==> src/rtl/uart_tx_buffered.sv <==
// Buffered 8N1 UART transmitter: byte FIFO, then a serialiser whose bit period is latched per frame.
// Latency: start bit begins one edge after a byte lands in an empty FIFO. tx_ready drops when the FIFO is full.
// Even parity is inserted after the data bits when UART_TX_PARITY_EN is defined.
module uart_tx_buffered #(
    parameter int DATA_WIDTH = 8,
    parameter int DIV_WIDTH  = 32,
    parameter int FIFO_DEPTH = 16
) (
    input  logic                          clk,
    input  logic                          rst,
    input  logic [DIV_WIDTH-1:0]          uart_divide,
    input  logic [DATA_WIDTH-1:0]         tx_data,
    input  logic                          tx_valid,
    output logic                          tx_ready,
    output logic                          txd,
    output logic                          tx_busy,
    output logic [$clog2(FIFO_DEPTH):0]   tx_count,
    output logic                          frame_done
);

    localparam int AW = $clog2(FIFO_DEPTH);
    localparam int CW = AW + 1;
    localparam int BW = $clog2(DATA_WIDTH + 1);

`ifdef UART_TX_PARITY_EN
    typedef enum logic [2:0] {IDLE, START, DATA, PARITY, STOP} state_t;
`else
    typedef enum logic [2:0] {IDLE, START, DATA, STOP} state_t;
`endif

    logic [DATA_WIDTH-1:0] mem_q [FIFO_DEPTH];
    logic [AW-1:0]         wr_ptr_q, wr_ptr_d, rd_ptr_q, rd_ptr_d;
    logic [CW-1:0]         count_q, count_d;

    state_t                state_q, state_d;
    logic [DATA_WIDTH-1:0] shift_q, shift_d, shifted;
    logic [BW-1:0]         bit_q, bit_d;
    logic [DIV_WIDTH-1:0]  cnt_q, cnt_d, period_q, period_d, p_eff;
    logic                  txd_q, txd_d, frame_done_q, frame_done_d;
`ifdef UART_TX_PARITY_EN
    logic                  par_q, par_d;
`endif

    logic full, push, pop;

    assign full     = (count_q == CW'(FIFO_DEPTH));
    assign tx_ready = !full;
    assign push     = tx_valid && !full;
    assign p_eff    = (uart_divide < DIV_WIDTH'(2)) ? DIV_WIDTH'(2) : uart_divide;
    assign shifted  = shift_q >> 1;

    // Pointers and occupancy; a simultaneous push and pop leaves count unchanged.
    always_comb begin
        wr_ptr_d = wr_ptr_q;
        rd_ptr_d = rd_ptr_q;
        count_d  = count_q;
        if (push) wr_ptr_d = wr_ptr_q + AW'(1);
        if (pop)  rd_ptr_d = rd_ptr_q + AW'(1);
        if (push && !pop)      count_d = count_q + CW'(1);
        else if (pop && !push) count_d = count_q - CW'(1);
    end

    always_comb begin
        state_d      = state_q;
        shift_d      = shift_q;
        bit_d        = bit_q;
        cnt_d        = cnt_q;
        period_d     = period_q;
        txd_d        = txd_q;
        frame_done_d = 1'b0;
        pop          = 1'b0;
`ifdef UART_TX_PARITY_EN
        par_d        = par_q;
`endif
        case (state_q)
            IDLE: begin
                txd_d = 1'b1;
                pop   = (count_q != '0);
            end
            START: begin
                if (cnt_q == '0) begin
                    txd_d   = shift_q[0];
                    cnt_d   = period_q - DIV_WIDTH'(1);
                    state_d = DATA;
                end else begin
                    cnt_d = cnt_q - DIV_WIDTH'(1);
                end
            end
            DATA: begin
                if (cnt_q == '0) begin
                    cnt_d = period_q - DIV_WIDTH'(1);
                    if (bit_q == BW'(DATA_WIDTH - 1)) begin
`ifdef UART_TX_PARITY_EN
                        txd_d   = par_q;
                        state_d = PARITY;
`else
                        txd_d   = 1'b1;
                        state_d = STOP;
`endif
                    end else begin
                        shift_d = shifted;
                        txd_d   = shifted[0];
                        bit_d   = bit_q + BW'(1);
                    end
                end else begin
                    cnt_d = cnt_q - DIV_WIDTH'(1);
                end
            end
`ifdef UART_TX_PARITY_EN
            PARITY: begin
                if (cnt_q == '0) begin
                    txd_d   = 1'b1;
                    cnt_d   = period_q - DIV_WIDTH'(1);
                    state_d = STOP;
                end else begin
                    cnt_d = cnt_q - DIV_WIDTH'(1);
                end
            end
`endif
            STOP: begin
                txd_d = 1'b1;
                // Registered pulse lands in the last stop cycle (P >= 2, so cnt==1 always occurs).
                frame_done_d = (cnt_q == DIV_WIDTH'(1));
                if (cnt_q == '0) begin
                    state_d = IDLE;
                    pop     = (count_q != '0);
                end else begin
                    cnt_d = cnt_q - DIV_WIDTH'(1);
                end
            end
            default: state_d = IDLE;
        endcase

        // Popping from IDLE or the final stop cycle keeps back-to-back frames gapless.
        if (pop) begin
            shift_d  = mem_q[rd_ptr_q];
            period_d = p_eff;
            cnt_d    = p_eff - DIV_WIDTH'(1);
            bit_d    = '0;
            txd_d    = 1'b0;
            state_d  = START;
`ifdef UART_TX_PARITY_EN
            par_d    = ^mem_q[rd_ptr_q];
`endif
        end
    end

    always_ff @(posedge clk) begin
        if (push) mem_q[wr_ptr_q] <= tx_data;
    end

    always_ff @(posedge clk) begin
        if (!rst) begin
            wr_ptr_q     <= '0;
            rd_ptr_q     <= '0;
            count_q      <= '0;
            state_q      <= IDLE;
            shift_q      <= '0;
            bit_q        <= '0;
            cnt_q        <= '0;
            period_q     <= DIV_WIDTH'(2);
            txd_q        <= 1'b1;
            frame_done_q <= 1'b0;
`ifdef UART_TX_PARITY_EN
            par_q        <= 1'b0;
`endif
        end else begin
            wr_ptr_q     <= wr_ptr_d;
            rd_ptr_q     <= rd_ptr_d;
            count_q      <= count_d;
            state_q      <= state_d;
            shift_q      <= shift_d;
            bit_q        <= bit_d;
            cnt_q        <= cnt_d;
            period_q     <= period_d;
            txd_q        <= txd_d;
            frame_done_q <= frame_done_d;
`ifdef UART_TX_PARITY_EN
            par_q        <= par_d;
`endif
        end
    end

    assign txd        = txd_q;
    assign frame_done = frame_done_q;
    assign tx_count   = count_q;
    assign tx_busy    = (state_q != IDLE) || (count_q != '0);

endmodule

==> config.mk <==
export PLATFORM = sky130hd
export DESIGN_NAME = uart_tx_buffered
export DESIGN_NICKNAME = d
export VERILOG_FILES = /design/src/rtl/uart_tx_buffered.sv
export SDC_FILE = /design/constraint.sdc
export NUM_CORES = 1
export LEC_CHECK = 0
export CAP_MARGIN = 25
export CORE_ASPECT_RATIO = 0.5
export CORE_MARGIN = 2
export CORE_UTILIZATION = 55
export CTS_CLUSTER_SIZE = 24
export DETAILED_ROUTE_END_ITERATION = 8
export PLACE_DENSITY = 0.8
export SYNTH_ARGS = -nofsm -noshare
export SYNTH_HDL_FRONTEND = slang
export SYNTH_SLANG_ARGS = --single-unit
==> constraint.sdc <==
create_clock -name clk -period 6.51 [get_ports clk]
set_input_delay 1.6275 -clock clk [delete_from_list [all_inputs] [get_ports clk]]
set_output_delay 1.6275 -clock clk [all_outputs]
set_load 0.01 [all_outputs]
## Word level (Yosys, flattened, before mapping)

Memory sizes are Yosys's and may differ from the RTL's. A register that Yosys moved wholly into a read port is not among the register bits.
Index checks and enable logic that the tools add are counted.

- Bits in registers: 94
- Bits in writable memories: 128
- Bits of input ports: 43
- Memories: 1

- $add $sub $neg: 8
- Order comparisons: 1
- Equality and inequality tests: 17
- Multiplexer cells: 28
- Bitwise logic cells: 3
- Reductions and logical operators: 26

Memory list:

| memory | words | bits a word | read ports | clocked after memory_dff | wr ports | line | RTL |
|---|---|---|---|---|---|---|---|
| mem_q | 16 | 8 | 1 | 1 | 1 | 31 | `logic [DATA_WIDTH-1:0] mem_q [FIFO_DEPTH];` |

Operators by type and width:

| kind | count |
|---|---|
| two-way mux 32 bit | 4 |
| subtractor 32 x 1 -> 32 bit, second input constant | 3 |
| one-hot mux 32 bit (2 select lines) | 1 |
| == test 32 x 1 -> 1 bit, second input constant | 1 |
| zero test 32 bit | 1 |
| less-than comparator 32 x 2 -> 1 bit, second input constant | 1 |
| two-way mux 8 bit | 4 |
| != test 3 bit, second input constant | 5 |
| adder 4 x 1 -> 4 bit, second input constant | 3 |
| two-way mux 3 bit | 4 |
| != test 2 bit, second input constant | 6 |
| one-hot mux 3 bit (4 select lines) | 1 |
| two-way mux 5 bit | 2 |
| AND reduction 5 bit | 2 |
| AND reduction 3 bit | 3 |
| two-way mux 1 bit | 8 |
| two-way mux 4 bit | 2 |
| == test 3 x 2 -> 1 bit, second input constant | 2 |
| nonzero test 2 bit | 3 |
| nonzero test 3 bit | 2 |
| OR reduction 2 bit | 3 |
| adder 5 x 1 -> 5 bit, second input constant | 1 |
| == test 5 bit, second input constant | 1 |
| nonzero test 5 bit | 1 |
| 12 further kinds | 19 |

## Longest topological paths before layout

- Word-level depth: 7
- Gate-level depth with buffers: 18

## Least setup slack after synthesis

No wires, ideal clock.

- Kind: input to register
- Start point: in uart_divide[15]
- End point: reg cnt_q[18]
- Setup time: 122 ps
- Arrival time: 4918 ps
- Setup slack: 1470 ps
- Cell stages on the path: 12
- Path through: or4_1 or4_4 or4_4 o31ai_2 ha_1 nand3_1 or2_2 clkbuf_1 or3_1 xnor2_1 o221ai_1 a21oi_1

- Word-level cells in the longest chain between the ends: 4

Ends and longest elaborated chain:

| what | line | RTL |
|---|---|---|
| from (decl) | 11 | `input logic [DIV_WIDTH-1:0] uart_divide,` |
| less-than comparator 32 x 2 -> 1 bit | 49 | `assign p_eff = (uart_divide < DIV_WIDTH'(2)) ? DIV_WIDTH'(2) : uart_divide;` |
| two-way mux 32 bit * | 49 |  |
| subtractor 32 x 1 -> 32 bit * | 138 | `cnt_d = p_eff - DIV_WIDTH'(1);` |
| two-way mux 32 bit * | 135 | `if (pop) begin` |
| to (signal assigned) | 174 | `cnt_q <= cnt_d;` |
| to (decl) | 38 | `logic [DIV_WIDTH-1:0] cnt_q, cnt_d, period_q, period_d, p_eff;` |

Mark *: on every way between the ends. The rest lies on a longest branch, timed or not.
A chain may end at the register's enable or synchronous reset.

## Worst setup path in the final report

- Start point: in uart_divide[13]
- End point: reg cnt_q[18]

The elaborated chain is that of the path after synthesis.

==> results_dict.tcl <==
set metrics [dict create \
    synth_common_cells "128 x edfxtp_1, 117 x nand2_1, 97 x dfxtp_1, 67 x nor2_1, 47 x xor2_1" \
    path_cells "clkdlybuf4s50_1, or4_1, or4_4, or4_4, o31ai_2, ha_1, nand3_1, or2_2, or3_1, xnor2_1, o221ai_1, a21oi_1" \
    grt_remaining_overflow 0 \
    startpoint_type "input pin" \
    cts_num_sinks 225 \
    synth_top_area_share_pct 34.7 \
    synth_top_flop_cell "edfxtp_1" \
    fp.dieH_um 104 \
    ioPinCount 52 \
    p_comb_share_pct 40.5 \
    ys_seq_elements 225 \
    drt-total-wl_um 26500 \
    final-seq-area_mm2 0.00579 \
    post-route-period-util_pct 81.9 \
    leakagePower_uw 0.00417 \
    synth.most_common_cell "edfxtp_1" \
    ctsHoldBuffers 0 \
    gp_congestion 0.923 \
    synthArstFlopShare_pct 0 \
    synthCells 979 \
    cts_resized 0 \
    setup_viol 0 \
    skew_ps 14.9 \
    core.rowCount 36 \
    cp_common_cell "or4_4" \
    postRouteAntennaNets 0 \
    nFillCells 1461 \
    ys_warn_count 0 \
    dp_hpwl_um 17300 \
    dieArea_mm2 0.0214 \
    finalSetupTns_ps 0 \
    wire_per_inst_um 20.5 \
    multi_input_area_mm2 0.00496 \
    internal_power_uw 3240 \
    final_nets 1075 \
    cp_num_buf_inv 1 \
    synth-edff-count 128 \
    fmax_ghz 0.188 \
    cts_tree "done" \
    cts-buffers-inserted 21 \
    syn2layout_area_growth_pct 11.7 \
    slowest_delay_ps 630 \
    cts.root.buffer_cell "clkbuf_16" \
    maxCapViolations 0 \
    netlist_area_mm2 0.0111 \
    slew_headroom_pct 34.9 \
    antenna_cells 0 \
    slowest_stage "or4_1" \
    holdCritPathClass "flip-flop to flip-flop" \
    p_per_area_mw_per_mm2 431 \
    io_buffers 51 \
    first_iter_violations 783 \
    vias 8090 \
    crit_path_max_fanout 6 \
    drive_above_1_share_pct 10.9 \
    status "completed" \
    drv_slew 0 \
    synth_area_leader_cell "edfxtp_1" \
    grt_pass1_wl_um 42600 \
    die_w_um 205 \
    worstMarginPinSlew_ps 974 \
    cp-end-kind "flip-flop" \
    synth.avg_cell_area_um2 11.3 \
    drc 0 \
    crit_family "simple AND/OR/NAND/NOR gates" \
    synth_cell_types 69 \
    cp.arrival_ps 5780 \
    power_frac_seq_pct 37.6 \
    ir_drop_mv 0.302 \
    crit_required_ps 6960 \
    grt_usage_pct 25.2 \
    clk_pin_slew_ps 60 \
    synth_fp_nets 1041 \
    hold_violations 0 \
    post-route-util_pct 63.2 \
    postCtsSetupRepairBufs 0 \
    h-tree-depth 1 \
    grt_pass1_vias 7906 \
    grt_max_degree 71 \
    routed_via_density 6.26 \
    clock_latency_ps 520 \
    start_util_pct 56.6 \
    critPathKind "input pin to flip-flop" \
    grt_antenna_before_repair 0 \
    power.share.clock_pct 21.9 \
    core_mm2 0.0196 \
    dr.pass1.iters 5 \
    synth_area_leaders "edfxtp_1 35%, dfxtp_1 18%, mux4_2 8.1%" \
    period_needed_ps 5330 \
    p_sw_share_pct 39.3 \
    power.switching_uw 2100 \
    rsz0062_at_grt "false" \
    clockBufferDepth 3 \
    yosysSeqAreaShare_pct 52.2 \
]
-- per-layer routing --
metal	share of wire [%]	global-route usage (%)	routed length (um)
met3	7.5	3.95	1990
met4	2.1	6.31	569
met5	0	0	0
met2	48	41.5	12700
met1	42	35.0	11200
-- power groups by stage --
stage | registers, uW | clock network (uW) | logic (uW)
after floorplan | 1930 | 0 | 1720
after global placement | 2010 | 0 | 2050
after detailed placement | 2020 | 0 | 2120
after CTS | 2000 | 1180 | 2140
after global routing | 2040 | 1230 | 2370
final | 2010 | 1170 | 2160
-- final timing paths --
check	start	end	slack [ps]	cells after the start
max reg2reg	cnt_q[14]	tx_count[4]	2680	13
min reg2reg	period_q[31]	period_q[31]	470	2
max	uart_divide[13]	cnt_q[18]	1180	12
min	period_q[31]	period_q[31]	470	2
-- flip-flops by register name (all words and copies together), names as in the netlist, named ones only --
register,count
rd_ptr_q,4
frame_done,1
wr_ptr_q,4
cnt_q,32
tx_count,5
state_q,2
period_q,32
shift_q,8
txd,1
bit_q,4
mem_q,128
-- metrics by stage --
stage	area, um^2	cells	total power [uW]	worst slack (ps)	hold WS (ps)
CTS	12400	1293	5310	1220	474
global route	12400	1293	5640	905	493
finish	12400	1293	5340	1180	470
detailed placement	11800	1256	4140	700	457
floorplan	11100	979	3660	1470	436
global placement	11700	1254	4060	862	446
-- layout by cell type, fill, tap and decap left out, types with 4 or more instances in the layout --
cell type / instances
or4_1: 6
o22ai_1: 4
o21a_1: 5
buf_4: 12
o221ai_1: 5
a21boi_1: 30
nand2_1: 117
o31ai_1: 4
or2_2: 10
xor2_1: 47
a21oi_1: 36
nand2b_1: 5
nand3_1: 19
a21boi_0: 5
clkdlybuf4s50_1: 50
edfxtp_1: 128
mux2i_1: 4
a211oi_1: 7
inv_1: 15
ha_1: 18
and2_1: 10
o21ai_0: 31
mux4_2: 40
nor3_1: 38
nand4_1: 7
a31oi_1: 8
or3_1: 18
nor3b_1: 5
o211ai_1: 8
clkinv_1: 4
nor2_1: 67
a22oi_1: 21
clkbuf_16: 21
nor4_1: 29
dfxtp_1: 95
xnor2_1: 30
clkbuf_1: 5
-- cell type report --
type,count,area share (%)
clock buffer,29,4.73
clock inverter,8,0.343
inverter,16,0.485
multi-input combinational,684,40.1
sequential,225,46.7
tap,266,2.69
timing repair buffer,65,4.99
-- worst register-to-register path: stages, from the launching register on --
cell      delay [ps]
dfxtp_1          370
or4_4            600
or4_1            690
nor4_4           320
o21a_2           180
inv_2             40
ha_1             200
inv_1            150
ha_1             290
a21o_1           190
a21oi_1          170
xnor2_1           90
or3_1            300
a21boi_0         170
-- cells by family (layout without fill, tap and decap cells) --
family	count (synthesis)	in the layout	synth area share [%]
simple gates	352	352	15.9
fa+ha+maj	19	19	2.21
mux	44	44	8.49
flops	225	225	52.2
xor+xnor	77	77	6.08
buf+inv	70	118	3.07
compound gates	192	192	12.1
(Power assumes the default switching activity.)
